<file path="src/rtl/mod_addsub_pipe.sv">
// Two-stage pipelined modular adder/subtractor built on two CLA32 adders.
// Define MODADD_RANGE_CHK_EN to add the range_err output.

module cla32 (
  input  logic [31:0] a,
  input  logic [31:0] b,
  input  logic        c_in,
  output logic [31:0] sum,
  output logic        c_out
);

  logic [31:0] g;
  logic [31:0] p;
  logic [31:0] c;
  logic [7:0]  gg;
  logic [7:0]  gp;
  logic [8:0]  gc;

  // 4-bit groups, lookahead across groups, ripple inside a group
  always_comb begin
    g  = a & b;
    p  = a ^ b;
    gg = '0;
    gp = '0;
    gc = '0;
    c  = '0;
    for (int j = 0; j < 8; j++) begin
      gg[j] = g[4*j+3]
            | (p[4*j+3] & g[4*j+2])
            | (p[4*j+3] & p[4*j+2] & g[4*j+1])
            | (p[4*j+3] & p[4*j+2] & p[4*j+1]
               & g[4*j]);
      gp[j] = &p[4*j +: 4];
    end
    gc[0] = c_in;
    for (int j = 0; j < 8; j++) begin
      gc[j+1] = gg[j] | (gp[j] & gc[j]);
    end
    for (int j = 0; j < 8; j++) begin
      c[4*j] = gc[j];
      for (int k = 1; k < 4; k++) begin
        c[4*j+k] = g[4*j+k-1]
                 | (p[4*j+k-1] & c[4*j+k-1]);
      end
    end
    sum   = p ^ c;
    c_out = gc[8];
  end

endmodule

module mod_addsub_pipe #(
  parameter int DATA_WIDTH = 32,
  parameter int TAG_WIDTH  = 4
) (
  input  logic                  clk,
  input  logic                  rst_n,
  input  logic                  in_valid,
  output logic                  in_ready,
  input  logic                  op_sub,
  input  logic [DATA_WIDTH-1:0] a_in,
  input  logic [DATA_WIDTH-1:0] b_in,
  input  logic [DATA_WIDTH-1:0] mod_in,
  input  logic [TAG_WIDTH-1:0]  tag_in,
  output logic                  out_valid,
  input  logic                  out_ready,
  output logic [DATA_WIDTH-1:0] res_out,
`ifdef MODADD_RANGE_CHK_EN
  output logic                  range_err,
`endif
  output logic [TAG_WIDTH-1:0]  tag_out
);

  typedef struct packed {
    logic [31:0]          sum;
    logic                 c;
    logic                 op;
    logic [31:0]          p;
    logic [TAG_WIDTH-1:0] tag;
  } s1_t;

  logic v1;
  logic v2;
  logic adv1;
  logic adv2;
  s1_t  s1;

  logic [31:0] b_x;
  logic [31:0] sum_a;
  logic        c_a;

  logic [31:0] corr;
  logic        cin2;
  logic [31:0] t;
  logic        ct;
  logic [31:0] res_nxt;

  assign adv2     = !v2 || out_ready;
  assign adv1     = !v1 || adv2;
  assign in_ready = adv1;
  assign out_valid = v2;

  assign b_x = op_sub ? ~b_in : b_in;

  cla32 u_cla_s1 (
    .a     (a_in),
    .b     (b_x),
    .c_in  (op_sub),
    .sum   (sum_a),
    .c_out (c_a)
  );

  // add subtracts p (sum1 + ~p + 1); sub adds p back
  assign corr = s1.op ? s1.p : ~s1.p;
  assign cin2 = !s1.op;

  cla32 u_cla_s2 (
    .a     (s1.sum),
    .b     (corr),
    .c_in  (cin2),
    .sum   (t),
    .c_out (ct)
  );

  always_comb begin
    res_nxt = s1.sum;
    if (s1.op) begin
      if (!s1.c) res_nxt = t;
    end else begin
      if (s1.c || ct) res_nxt = t;
    end
  end

  always_ff @(posedge clk or negedge rst_n) begin
    if (!rst_n) begin
      v1 <= 1'b0;
      s1 <= '0;
    end else if (adv1) begin
      v1 <= in_valid;
      if (in_valid) begin
        s1.sum <= sum_a;
        s1.c   <= c_a;
        s1.op  <= op_sub;
        s1.p   <= mod_in;
        s1.tag <= tag_in;
      end
    end
  end

  always_ff @(posedge clk or negedge rst_n) begin
    if (!rst_n) begin
      v2      <= 1'b0;
      res_out <= '0;
      tag_out <= '0;
    end else if (adv2) begin
      v2 <= v1;
      if (v1) begin
        res_out <= res_nxt;
        tag_out <= s1.tag;
      end
    end
  end

`ifdef MODADD_RANGE_CHK_EN
  logic err1;
  logic err_nxt;

  assign err_nxt = (a_in >= mod_in)
                || (b_in >= mod_in);

  always_ff @(posedge clk or negedge rst_n) begin
    if (!rst_n) begin
      err1      <= 1'b0;
      range_err <= 1'b0;
    end else begin
      if (adv1 && in_valid) err1 <= err_nxt;
      if (adv2 && v1) range_err <= err1;
    end
  end
`endif

endmodule

</file>
<file path="config.mk">
export PLATFORM = sky130hd
export DESIGN_NAME = mod_addsub_pipe
export DESIGN_NICKNAME = d
export VERILOG_FILES = /design/src/rtl/mod_addsub_pipe.sv
export SDC_FILE = /design/constraint.sdc
export NUM_CORES = 1
export LEC_CHECK = 0
export ABC_AREA = 0
export CORE_ASPECT_RATIO = 1.75
export CORE_MARGIN = 4
export CORE_UTILIZATION = 60
export CTS_BUF_LIST = sky130_fd_sc_hd__clkbuf_4
export DETAILED_ROUTE_END_ITERATION = 10
export PLACE_DENSITY = 0.93
export SLEW_MARGIN = 10
export SYNTH_ARGS = -nofsm -noshare
export SYNTH_HDL_FRONTEND = slang
export SYNTH_HIERARCHICAL = 1
export SYNTH_SLANG_ARGS = --single-unit
</file>
<file path="constraint.sdc">
create_clock -name clk -period 6.8 [get_ports clk]
set_input_delay 1.36 -clock clk [delete_from_list [all_inputs] [get_ports clk]]
set_output_delay 1.36 -clock clk [all_outputs]
set_load 0.01 [all_outputs]
</file>
Word level (Yosys, flattened, before mapping)

Cells that the tools add are included.

Register bits after elaboration: 108
Input port bits: 105
Output and inout bits: 38
Word-level logic and storage cells: 302

Muxes and demuxes: 5
Bitwise operators: 264
Reductions and logical operators: 24

Operators by type and width:

| kind               | number |
|---|---|
| $mux W32           | 5 |
| $and A1 B1 Y1      | 144 |
| $xor A32 B32 Y32   | 4 |
| $or A1 B1 Y1       | 112 |
| $and A32 B32 Y32   | 2 |
| $not A32 Y32       | 2 |
| $reduce_and A4 Y1  | 16 |
| $reduce_and A2 Y1  | 2 |
| $logic_not A1 Y1   | 3 |
| $logic_or A1 B1 Y1 | 3 |

Depth between registers and ports, before layout

Gate-level depths: netlist of run 1.

Depth in word-level cells: 29
Mapped depth: 17
Gate-level depth less buffers: 14

Cells and area by module

Netlist of run 1, hierarchy kept.

Modules (own cells, without submodules):

| module           | instances | cells each | area an instance (um^2) | seq. area each (um^2) |
|---|---|---|---|---|
| mod_addsub_pipe  | 1         | 458        | 5759.3                  | 2702.6 |
| cla32 (u_cla_s2) | 1         | 144        | 1407.6                  | 0.0 |
| cla32 (u_cla_s1) | 1         | 144        | 1388.8                  | 0.0 |

Least setup slack after synthesis of run 1

Ideal clock, no wire load.

Path type: input to register
Start: in op_sub
End: reg s1[61] (netlist bit)
Library setup time: 0.125 ns
Arrival time: 4.842 ns
Required time: 6.675 ns
Setup slack: 1.833 ns
Stages: 14
Path buffers: 2
Cells stage by stage: clkbuf_1 buf_2 xor2_1 ha_1 a21oi_1 o21ai_1 o21ba_1 or3_4 a21o_1 fa_1 fa_1 fa_1 xor2_1 mux2_2

RTL lines:

| element                                              | RTL line | source |
|---|---|---|
| from (decl)                                          | 60       | `input logic op_sub,` |
| $mux W32 (*)                                         | 103      | `assign b_x = op_sub ? ~b_in : b_in;` |
| net b_x[9]                                           | 88       | `logic [31:0] b_x;` |
| $and A32 B32 Y32 or $xor A32 B32 Y32 (tied branches) | 21, 22   |  |
| $and A1 B1 Y1, on equally long branches              | 30, 31   |  |
| $or A1 B1 Y1 or $and A1 B1 Y1 (tied branches)        | 30, 32   |  |
| $or A1 B1 Y1                                         | 31       | `\| (p[4*j+3] & p[4*j+2] & p[4*j+1]` |
| $or A1 B1 Y1 (*)                                     | 37       | `gc[j+1] = gg[j] \| (gp[j] & gc[j]);` |
| $and A1 B1 Y1 (*)                                    | 37       |  |
| [... 3 more ...]                                     | -        |  |
| $and A1 B1 Y1 (*)                                    | 43       | `\| (p[4*j+k-1] & c[4*j+k-1]);` |
| $or A1 B1 Y1 (*)                                     | 43       |  |
| $and A1 B1 Y1 (*)                                    | 43       |  |
| $or A1 B1 Y1 (*)                                     | 43       |  |
| $and A1 B1 Y1 (*)                                    | 43       |  |
| $or A1 B1 Y1 (*)                                     | 43       |  |
| $xor A32 B32 Y32 (*)                                 | 46       | `sum = p ^ c;` |
| net sum_a[23]                                        | 89       | `logic [31:0] sum_a;` |
| to (decl)                                            | 86       | `s1_t s1;` |

Mark *: on every way through the listed nets, which the timed path passes. The rest lies on a longest branch.
A chain may end at the register's enable or synchronous reset.

Worst setup path after layout of run 1

Start: in op_sub
End: reg s1[61] (netlist bit)

RTL lines:

| element                                              | RTL line |
|---|---|
| $mux W32 (*)                                         | 103 |
| net b_x[5]                                           | 88 |
| $and A32 B32 Y32 or $xor A32 B32 Y32 (tied branches) | 21, 22 |
| $and A1 B1 Y1, on equally long branches              | 30, 31 |
| $or A1 B1 Y1 or $and A1 B1 Y1 (tied branches)        | 30, 32 |
| $or A1 B1 Y1                                         | 31 |
| $or A1 B1 Y1 (*)                                     | 37 |
| $and A1 B1 Y1 (*)                                    | 37 |
| [... 5 more ...]                                     | - |
| $and A1 B1 Y1 (*)                                    | 43 |
| $or A1 B1 Y1 (*)                                     | 43 |
| $and A1 B1 Y1 (*)                                    | 43 |
| $or A1 B1 Y1 (*)                                     | 43 |
| $and A1 B1 Y1 (*)                                    | 43 |
| $or A1 B1 Y1 (*)                                     | 43 |
| $xor A32 B32 Y32 (*)                                 | 46 |
| net sum_a[23]                                        | 89 |

Marked as above.

==> results.cfg, run 1 <==
[clocking]
cts_htree_levels = 3
cts_max_path_buffers = 2
cts_hold_buf = 0
numClockSinks = 108
path_clk_slew_ns = 0.17
postCtsSetupBuffers = 0
cts_tree = built
insertion_delay_ns = 0.48
cts-buffers-inserted = 9
ctsResizeCount = 0
cts_root_buffer = clkbuf_4

[placement]
portBuffers = 142
place_area_um2 = 10000
place.gp.congestion = 0.856
placed_cells = 1026
place_hpwl_mm = 15.3

[drt]
viasPerCell = 6.12
routedWlPerCell_um = 19.7
drcViolationCount = 0
drt-total-wl_mm = 20.5
drt_iter0_drc = 354
vias = 6381
drt_pass1_iterations = 5
ant_nets = 0

[critical_path]
path_class = in -> reg
crit_arrival_ns = 5.36
path_depth = 13
reg2regPathDepth = 14
slowest_delay_ns = 0.72
r2r-end = res_out[31]$_DFFE_PN0P_
r2r_slack_ns = 1.81
cp_common_cell = fa_1
path_cells = buf_2 > xor2_1 > ha_1 > nand4_1 > a31oi_1 > o21ba_1 > or3_4 > a21o_1 > fa_1 > fa_1 > fa_1 > xor2_1 > mux2_2
worst_r2r_startpoint = s1[36]$_DFFE_PN0P_
worst-path-max-fanout = 35
cp-start-kind = input pin
crit_family = adder cells
cp-end-kind = register
crit_buf_inv = 1
slowest_stage = buf_2
required_ns = 7.17

[timing]
setup_tns_ns = 0
skew_ns = 0.0148
post-route-min-period_ns = 4.99
grt_setup_unrepaired = false
fmaxAchievable_mhz = 200
hold_ws_ns = 0.506
slew_viol_final = 0
finalHoldViolCount = 0
finalSetupViolations = 0
tightest_slew_ns = 1.05
period_share = 0.734
slew_headroom = 0.301

[outcome]
status = finished, final reports clean

[global_routing]
grt_max_degree = 75
grt_pass1_wl_mm = 33.6
antenna_found_initial = 1
grt_use_total = 0.256
grt_overflow_total = 0
first_global_vias = 6740

[worst_hold_path]
holdPathStages = 1
hold_end = res_out[22]$_DFFE_PN0P_
min_path_type = reg -> reg
hold_start = res_out[22]$_DFFE_PN0P_

[yosys]
syn_nets = 963
synth_top_area_share = 0.316
synth-seq-cells = 108
synth_top_area_cell = dfrtp_1
yosys_warnings = 6
ys_async_sr_fraction = 1.00
ys.flop_type = dfrtp_1
synth_common_cells = 108 x dfrtp_1, 97 x mux2_2, 64 x ha_1
netlist_instances = 746
syn_area_um2 = 8560
synth_edf_count = 0
synth_most_common_cell = dfrtp_1
synth-seq-area-share = 0.316
syn_area_per_cell_um2 = 11.5
synth_area_leaders = dfrtp_1 32%, mux2_2 13%, fa_1 11%
synth_cell_types = 57

[layout]
area_delta_synth_final_pct = 18.6
drive_above_1_share = 0.171
fin_area_um2 = 10100
stdcell_count = 1043
final_util = 0.730
fillers = 934
layout.nets = 1077

[floorplan]
chipHeight_um = 166
dieArea_um2 = 16300
coreArea_um2 = 13900
fp.dieW_um = 98.3
start_util = 0.615
num_rows = 57
num_io_pins = 143

[power_and_ir_drop]
worst_ir_drop_vdd_v = 0.000226
power.density_nw_per_um2 = 384
leakagePower_nw = 4.32

[job]
max_cap_viol_count = 0
==> worst max path at each step <==
stage                                         end  slack [ns]          startpoint
after floorplan                s1[61]$_DFFE_PN0P_        1.83              op_sub
after global placement         s1[61]$_DFFE_PN0P_        1.45              op_sub
after global routing      res_out[31]$_DFFE_PN0P_        1.45  s1[36]$_DFFE_PN0P_
after detailed placement       s1[65]$_DFFE_PN0P_        1.36              op_sub
final                          s1[61]$_DFFE_PN0P_        1.81              op_sub
after CTS                 res_out[27]$_DFFE_PN0P_        1.85  s1[36]$_DFFE_PN0P_
==> flip-flops by register name, summed over array words and instances, names as in the netlist <==
signal,cells
out_valid,1
s1,70
tag_out,4
v1,1
res_out,32
==> layout by cell type, fill, tap and decap left out, drive strengths merged, types with 11 or more instances in the layout <==
master / Yosys / final
nor2: 41 / 41
inv: 44 / 46
clkdlybuf4s50: 0 / 140
fa: 48 / 48
nor4: 32 / 32
xnor2: 38 / 38
mux2i: 32 / 32
ha: 64 / 64
dfrtp: 108 / 108
xor2: 42 / 42
nand4: 11 / 11
mux2: 106 / 106
a221oi: 33 / 33
a21oi: 22 / 22
==> report_power, final <==
part / leakage, nW / switching [mW] / internal, mW
registers: 1.25 / 0.224 / 0.860
logic: 3.00 / 1.25 / 1.21
clock network: 0.0697 / 0.230 / 0.119
total: 4.32 / 1.71 / 2.19
==> layer usage <==
layer  vias up  share of wire  GRT usage
met5         -              0          0
met4         0          0.040      0.117
met3        50          0.057     0.0429
met2       237           0.53      0.462
met1      3183           0.37      0.293
li1       2911              -          -
==> through the flow <==
step | total power, mW | setup slack (ns)
final | 3.90 | 1.81
after global placement | 3.38 | 1.45
after floorplan | 2.80 | 1.83
after detailed placement | 3.53 | 1.36
after CTS | 3.89 | 1.85
after global routing | 4.19 | 1.45
==> worst register-to-register path, stage by stage, from the launching register on <==
cell	delay, ns
dfrtp_4	1.03
buf_12	0.37
xnor2_1	0.28
ha_1	0.31
and3_1	0.24
a221oi_1	0.30
o21ai_1	0.21
nand2b_1	0.20
fa_1	0.39
fa_1	0.40
fa_1	0.39
xor2_1	0.17
nor2_1	0.06
a221oi_1	0.37
mux2_2	0.22
==> cell families after synthesis <==
logic type / count (synthesis) / share of synthesized area
AND/OR/NAND/NOR: 125 / 0.0787
adder cells (fa/ha/maj): 112 / 0.206
AO/OA/AOI/OAI: 95 / 0.0917
buffers and inverters: 88 / 0.0490
multiplexers: 138 / 0.177
flip-flops: 108 / 0.316
XOR/XNOR: 80 / 0.0819
==> cell type report <==
cell class                 instances  area (um^2)  area share
tap                              177          221      0.0218
antenna                            1         2.50    0.000247
sequential                       108         2710       0.267
clock inverter                     6         70.1     0.00690
multi-input combinational        550         5440       0.536
inverter                          44          165      0.0163
timing repair buffer             147         1460       0.144
clock buffer                      10         75.1     0.00740
(Power assumes the default switching activity.)
==> run 2, diff against run 1 <==
--- a/config.mk
+++ b/config.mk
@@ -8,10 +8,10 @@
 export ABC_AREA = 0
 export CORE_ASPECT_RATIO = 1.75
 export CORE_MARGIN = 4
-export CORE_UTILIZATION = 60
+export CORE_UTILIZATION = 56
 export CTS_BUF_LIST = sky130_fd_sc_hd__clkbuf_4
 export DETAILED_ROUTE_END_ITERATION = 10
-export PLACE_DENSITY = 0.93
+export PLACE_DENSITY = 0.87
 export SLEW_MARGIN = 10
 export SYNTH_ARGS = -nofsm -noshare
 export SYNTH_HDL_FRONTEND = slang
==> constraint.sdc (replaced) <==
create_clock -name clk -period 5.2 [get_ports clk]
set_input_delay 1.04 -clock clk [delete_from_list [all_inputs] [get_ports clk]]
set_output_delay 1.04 -clock clk [all_outputs]
set_load 0.01 [all_outputs]
==> run 2 against run 1 <==
Effect of this change: die area increased by 6.7%; first-iteration DRC count is 26% lower; combinational power up 28%; sequential power grew 33%; clock-buffer cell count decreased by 1; largest cell class unchanged.
==> results.cfg, run 2 (synthesis results as in run 1) <==
[timing]
skew_ns = 0.0251
slew_headroom = 0.342
finalSetupViolations = 0
post-route-min-period_ns = 4.69
finalHoldViolCount = 0
fmaxAchievable_mhz = 213
period_share = 0.901
grt_setup_unrepaired = false
slew_viol_final = 0
setup_tns_ns = 0
tightest_slew_ns = 0.987
hold_ws_ns = 0.514

[worst_hold_path]
hold_start = res_out[24]$_DFFE_PN0P_
min_path_type = reg -> reg

[floorplan]
coreArea_um2 = 14900
num_io_pins = 143
start_util = 0.574
num_rows = 59
dieArea_um2 = 17400
chipHeight_um = 172
fp.dieW_um = 101

[clocking]
insertion_delay_ns = 0.46
postCtsSetupBuffers = 0
cts_max_path_buffers = 2
cts_hold_buf = 0
cts_htree_levels = 3
cts_root_buffer = clkbuf_4
cts-buffers-inserted = 9
numClockSinks = 108
cts_tree = built
path_clk_slew_ns = 0.18
ctsResizeCount = 0

[drt]
drt-total-wl_mm = 19.7
vias = 6225
drt_pass1_iterations = 4
routedWlPerCell_um = 18.7
viasPerCell = 5.90
ant_nets = 0
drt_iter0_drc = 263
drcViolationCount = 0

[critical_path]
required_ns = 5.62
worst-path-max-fanout = 63
crit_arrival_ns = 5.10
path_class = reg -> reg
critPathLaunch = s1[36]$_DFFE_PN0P_
cp-start-kind = register
worst_r2r_startpoint = s1[36]$_DFFE_PN0P_
cp-end-kind = register

[placement]
portBuffers = 142
place_hpwl_mm = 15.0
place_area_um2 = 10100
place.gp.congestion = 0.890

[layout]
final_util = 0.685
final_common_cell = clkdlybuf4s50_1
largest-register = s1
final_cell_mix = 140 x clkdlybuf4s50_1, 106 x dfrtp_1, 97 x mux2_2
drive_above_1_share = 0.176
fin_area_um2 = 10200
reg_top3 = s1: 70 flops, res_out: 32 flops, tag_out: 4 flops
layout.nets = 1083
largest_reg_flops = 70
area_delta_synth_final_pct = 19.3

[global_routing]
antenna_found_initial = 1
grt_overflow_total = 0
first_global_vias = 6879
grt_use_total = 0.240
grt_pass1_wl_mm = 33.0
grt_max_degree = 74

[power_and_ir_drop]
power.density_nw_per_um2 = 493
worst_ir_drop_vdd_v = 0.000242
total_power_mw = 5.03
leakagePower_nw = 4.36

[outcome]
status = finished, final reports clean

[job]
max_cap_viol_count = 0
## run 2: worst paths after layout
path	depth (start not counted)	endpoint	slack, ns
max reg2reg	14	res_out[31]$_DFFE_PN0P_	0.51
max in group asynchronous	2	s1[37]$_DFFE_PN0P_	3.45
min in group asynchronous	1	s1[27]$_DFFE_PN0P_	0.70
min reg2reg	1	res_out[24]$_DFFE_PN0P_	0.51
min	1	res_out[24]$_DFFE_PN0P_	0.51
max	14	res_out[31]$_DFFE_PN0P_	0.51
## run 2: metal layers
metal	global-route usage	share of wire
met2	0.430	0.54
met1	0.280	0.38
met4	0.115	0.041
met3	0.0308	0.039
met5	0	0
## run 2: metrics by stage
step           cells  setup WS [ns]
2_1_floorplan    746          0.553
3_3_place_gp    1038          0.338
3_5_place_dp    1038          0.262
4_1_cts         1054          0.536
5_1_grt         1055          0.156
6_report        1055          0.514
## run 2: critical path: stages, from the launching register on
cell and delay, ns:
dfrtp_4 0.95, buf_4 0.36, xnor2_1 0.20, ha_1 0.30, a21o_1 0.19, a221oi_1 0.30
o21ai_1 0.20, nand2b_1 0.20, fa_1 0.40, fa_1 0.40, fa_1 0.40, xor2_1 0.19
mux2i_1 0.10, a221oi_1 0.25, mux2_2 0.19
## run 2: cell type report
cell class | instances | area, um^2
inverter | 44 | 165
fill | 1139 | 4700
clock inverter | 7 | 72.6
multi-input combinational | 550 | 5440
tap | 183 | 229
timing repair buffer | 153 | 1520
sequential | 108 | 2710
antenna | 1 | 2.50
clock buffer | 9 | 67.6
## run 2: report_power, final
part	internal (mW)	switching, mW	leakage (nW)
sequential	1.12	0.311	1.25
clock	0.149	0.298	0.0744
combinational	1.59	1.56	3.03
==> run 3, diff against run 2 <==
--- a/config.mk
+++ b/config.mk
@@ -8,10 +8,9 @@
 export ABC_AREA = 0
 export CORE_ASPECT_RATIO = 1.75
 export CORE_MARGIN = 4
-export CORE_UTILIZATION = 56
-export CTS_BUF_LIST = sky130_fd_sc_hd__clkbuf_4
+export CORE_UTILIZATION = 55
 export DETAILED_ROUTE_END_ITERATION = 10
-export PLACE_DENSITY = 0.87
+export PLACE_DENSITY = 0.86
 export SLEW_MARGIN = 10
 export SYNTH_ARGS = -nofsm -noshare
 export SYNTH_HDL_FRONTEND = slang
==> run 3 against run 2 <==
Effect of this change: global-route usage is 0.57 points lower; via count about the same; sequential power barely moved; non-clock buffer count is 1 higher; worst hold slack got worse by 0.022 ns.
==> results.cfg, run 3 (synthesis results as in run 1) <==
[outcome]
status = finished, final reports clean

[drt]
viasPerCell = 5.88
drt_iter0_drc = 264
drt_pass1_iterations = 4
routedWlPerCell_um = 18.9
drt-total-wl_mm = 20.0
ant_nets = 0
vias = 6223
drcViolationCount = 0

[timing]
slew_viol_final = 0
finalHoldViolCount = 0
finalSetupViolations = 0
hold_ws_ns = 0.492
grt_setup_unrepaired = false
fmaxAchievable_mhz = 211
period_share = 0.910
skew_ns = 0.0112
post-route-min-period_ns = 4.73
setup_tns_ns = 0
slew_headroom = 0.337
tightest_slew_ns = 0.995

[layout]
multi_input_area_um2 = 5440
largest-register = s1
final_common_cell = clkdlybuf4s50_1
antenna_cells = 0
final_util = 0.675
final_cell_mix = 140 x clkdlybuf4s50_1, 106 x dfrtp_1, 97 x mux2_2
reg_top3 = s1: 70 flops, res_out: 32 flops, tag_out: 4 flops
ff_latch_area_um2 = 2710
largest_reg_flops = 70
fillers = 1172
drive_above_1_share = 0.177
area_delta_synth_final_pct = 20.8
layout.nets = 1084

[placement]
place_hpwl_mm = 15.0
place.gp.congestion = 0.876
portBuffers = 142

[global_routing]
grt_overflow_total = 0
use_met3 = 0.0315
busiest_layer = met2
grt_use_total = 0.235
grt_pass1_wl_mm = 32.7
first_global_vias = 6743
gr-usage-met2 = 0.409
grt.met1_usage = 0.278
antenna_found_initial = 0
grt_max_degree = 77

[clocking]
numClockSinks = 108
cts_max_path_buffers = 2
cts-buffers-inserted = 9
cts_root_buffer = clkbuf_16
cts_tree = built
cts_htree_levels = 3
cts_hold_buf = 0
postCtsSetupBuffers = 0
path_clk_slew_ns = 0.08
insertion_delay_ns = 0.35
ctsResizeCount = 0

[critical_path]
worst-path-max-fanout = 56
path_class = reg -> reg
path_cells = buf_4 > xnor2_1 > ha_1 > a21o_1 > a221oi_1 > o21ai_1 > nand2b_1 > fa_1 > fa_1 > fa_1 > xor2_1 > mux2i_1 > a221oi_1 > mux2_2
cp_common_cell = fa_1
slowest_stage = dfrtp_4
slowest_delay_ns = 0.89
cp-end-kind = register
required_ns = 5.49
cp-start-kind = register
crit_arrival_ns = 5.02

[floorplan]
num_io_pins = 143
fp.dieW_um = 102
dieArea_um2 = 17700
num_rows = 60
start_util = 0.559
coreArea_um2 = 15300
chipHeight_um = 173

[power_and_ir_drop]
power.density_nw_per_um2 = 510
leakagePower_nw = 4.41
worst_ir_drop_vdd_v = 0.000243

[worst_hold_path]
min_path_type = reg -> reg

[job]
max_cap_viol_count = 0
## run 3: layout make-up
class | instances | share of cell area
multi-input combinational | 550 | 0.527
sequential | 108 | 0.262
timing repair buffer | 154 | 0.146
tap | 186 | 0.0225
clock buffer | 10 | 0.0222
inverter | 44 | 0.0160
clock inverter | 6 | 0.00521
## run 3: critical path, delay by kind of cell (launching register included)
kind	cells	cell delay (ns)
AO/OA/AOI/OAI	4	0.95
buffers and inverters	1	0.41
AND/OR/NAND/NOR	1	0.20
XOR/XNOR	2	0.40
adder cells (fa/ha/maj)	4	1.52
multiplexers	2	0.31
flip-flops	1	0.89
## run 3: layer usage
metal | vias up | wire length [um]
met1 | 3073 | 7550
met2 | 186 | 10600
met4 | 0 | 911
met5 | - | 0
met3 | 45 | 914
li1 | 2919 | -
## run 3: through the flow
stage | area, um^2 | setup WS [ns] | total power, mW | instances
after floorplan | 8560 | 0.553 | 3.66 | 746
after global placement | 10100 | 0.349 | 4.44 | 1042
after detailed placement | 10100 | 0.246 | 4.58 | 1042
after CTS | 10300 | 0.514 | 5.28 | 1058
after global routing | 10300 | 0.227 | 5.70 | 1058
final | 10300 | 0.467 | 5.27 | 1058
## run 3: worst paths after layout
check                                        start                      end  slack [ns]  depth (start not counted)
min in group asynchronous                    rst_n   res_out[5]$_DFFE_PN0P_        0.82                          1
max                             s1[36]$_DFFE_PN0P_  res_out[31]$_DFFE_PN0P_        0.47                         14
max in group asynchronous                    rst_n  res_out[14]$_DFFE_PN0P_        3.31                          2
max reg2reg                     s1[36]$_DFFE_PN0P_  res_out[31]$_DFFE_PN0P_        0.47                         14
min                        res_out[25]$_DFFE_PN0P_  res_out[25]$_DFFE_PN0P_        0.49                          1
min reg2reg                res_out[25]$_DFFE_PN0P_  res_out[25]$_DFFE_PN0P_        0.49                          1
## run 3: power breakdown
| group | internal [mW] | switching, mW | leakage, nW |
|---|---|---|---|
| logic | 1.58 | 1.60 | 3.03 |
| registers | 1.13 | 0.285 | 1.25 |
| clock network | 0.336 | 0.344 | 0.136 |
| total | 3.04 | 2.22 | 4.41 |
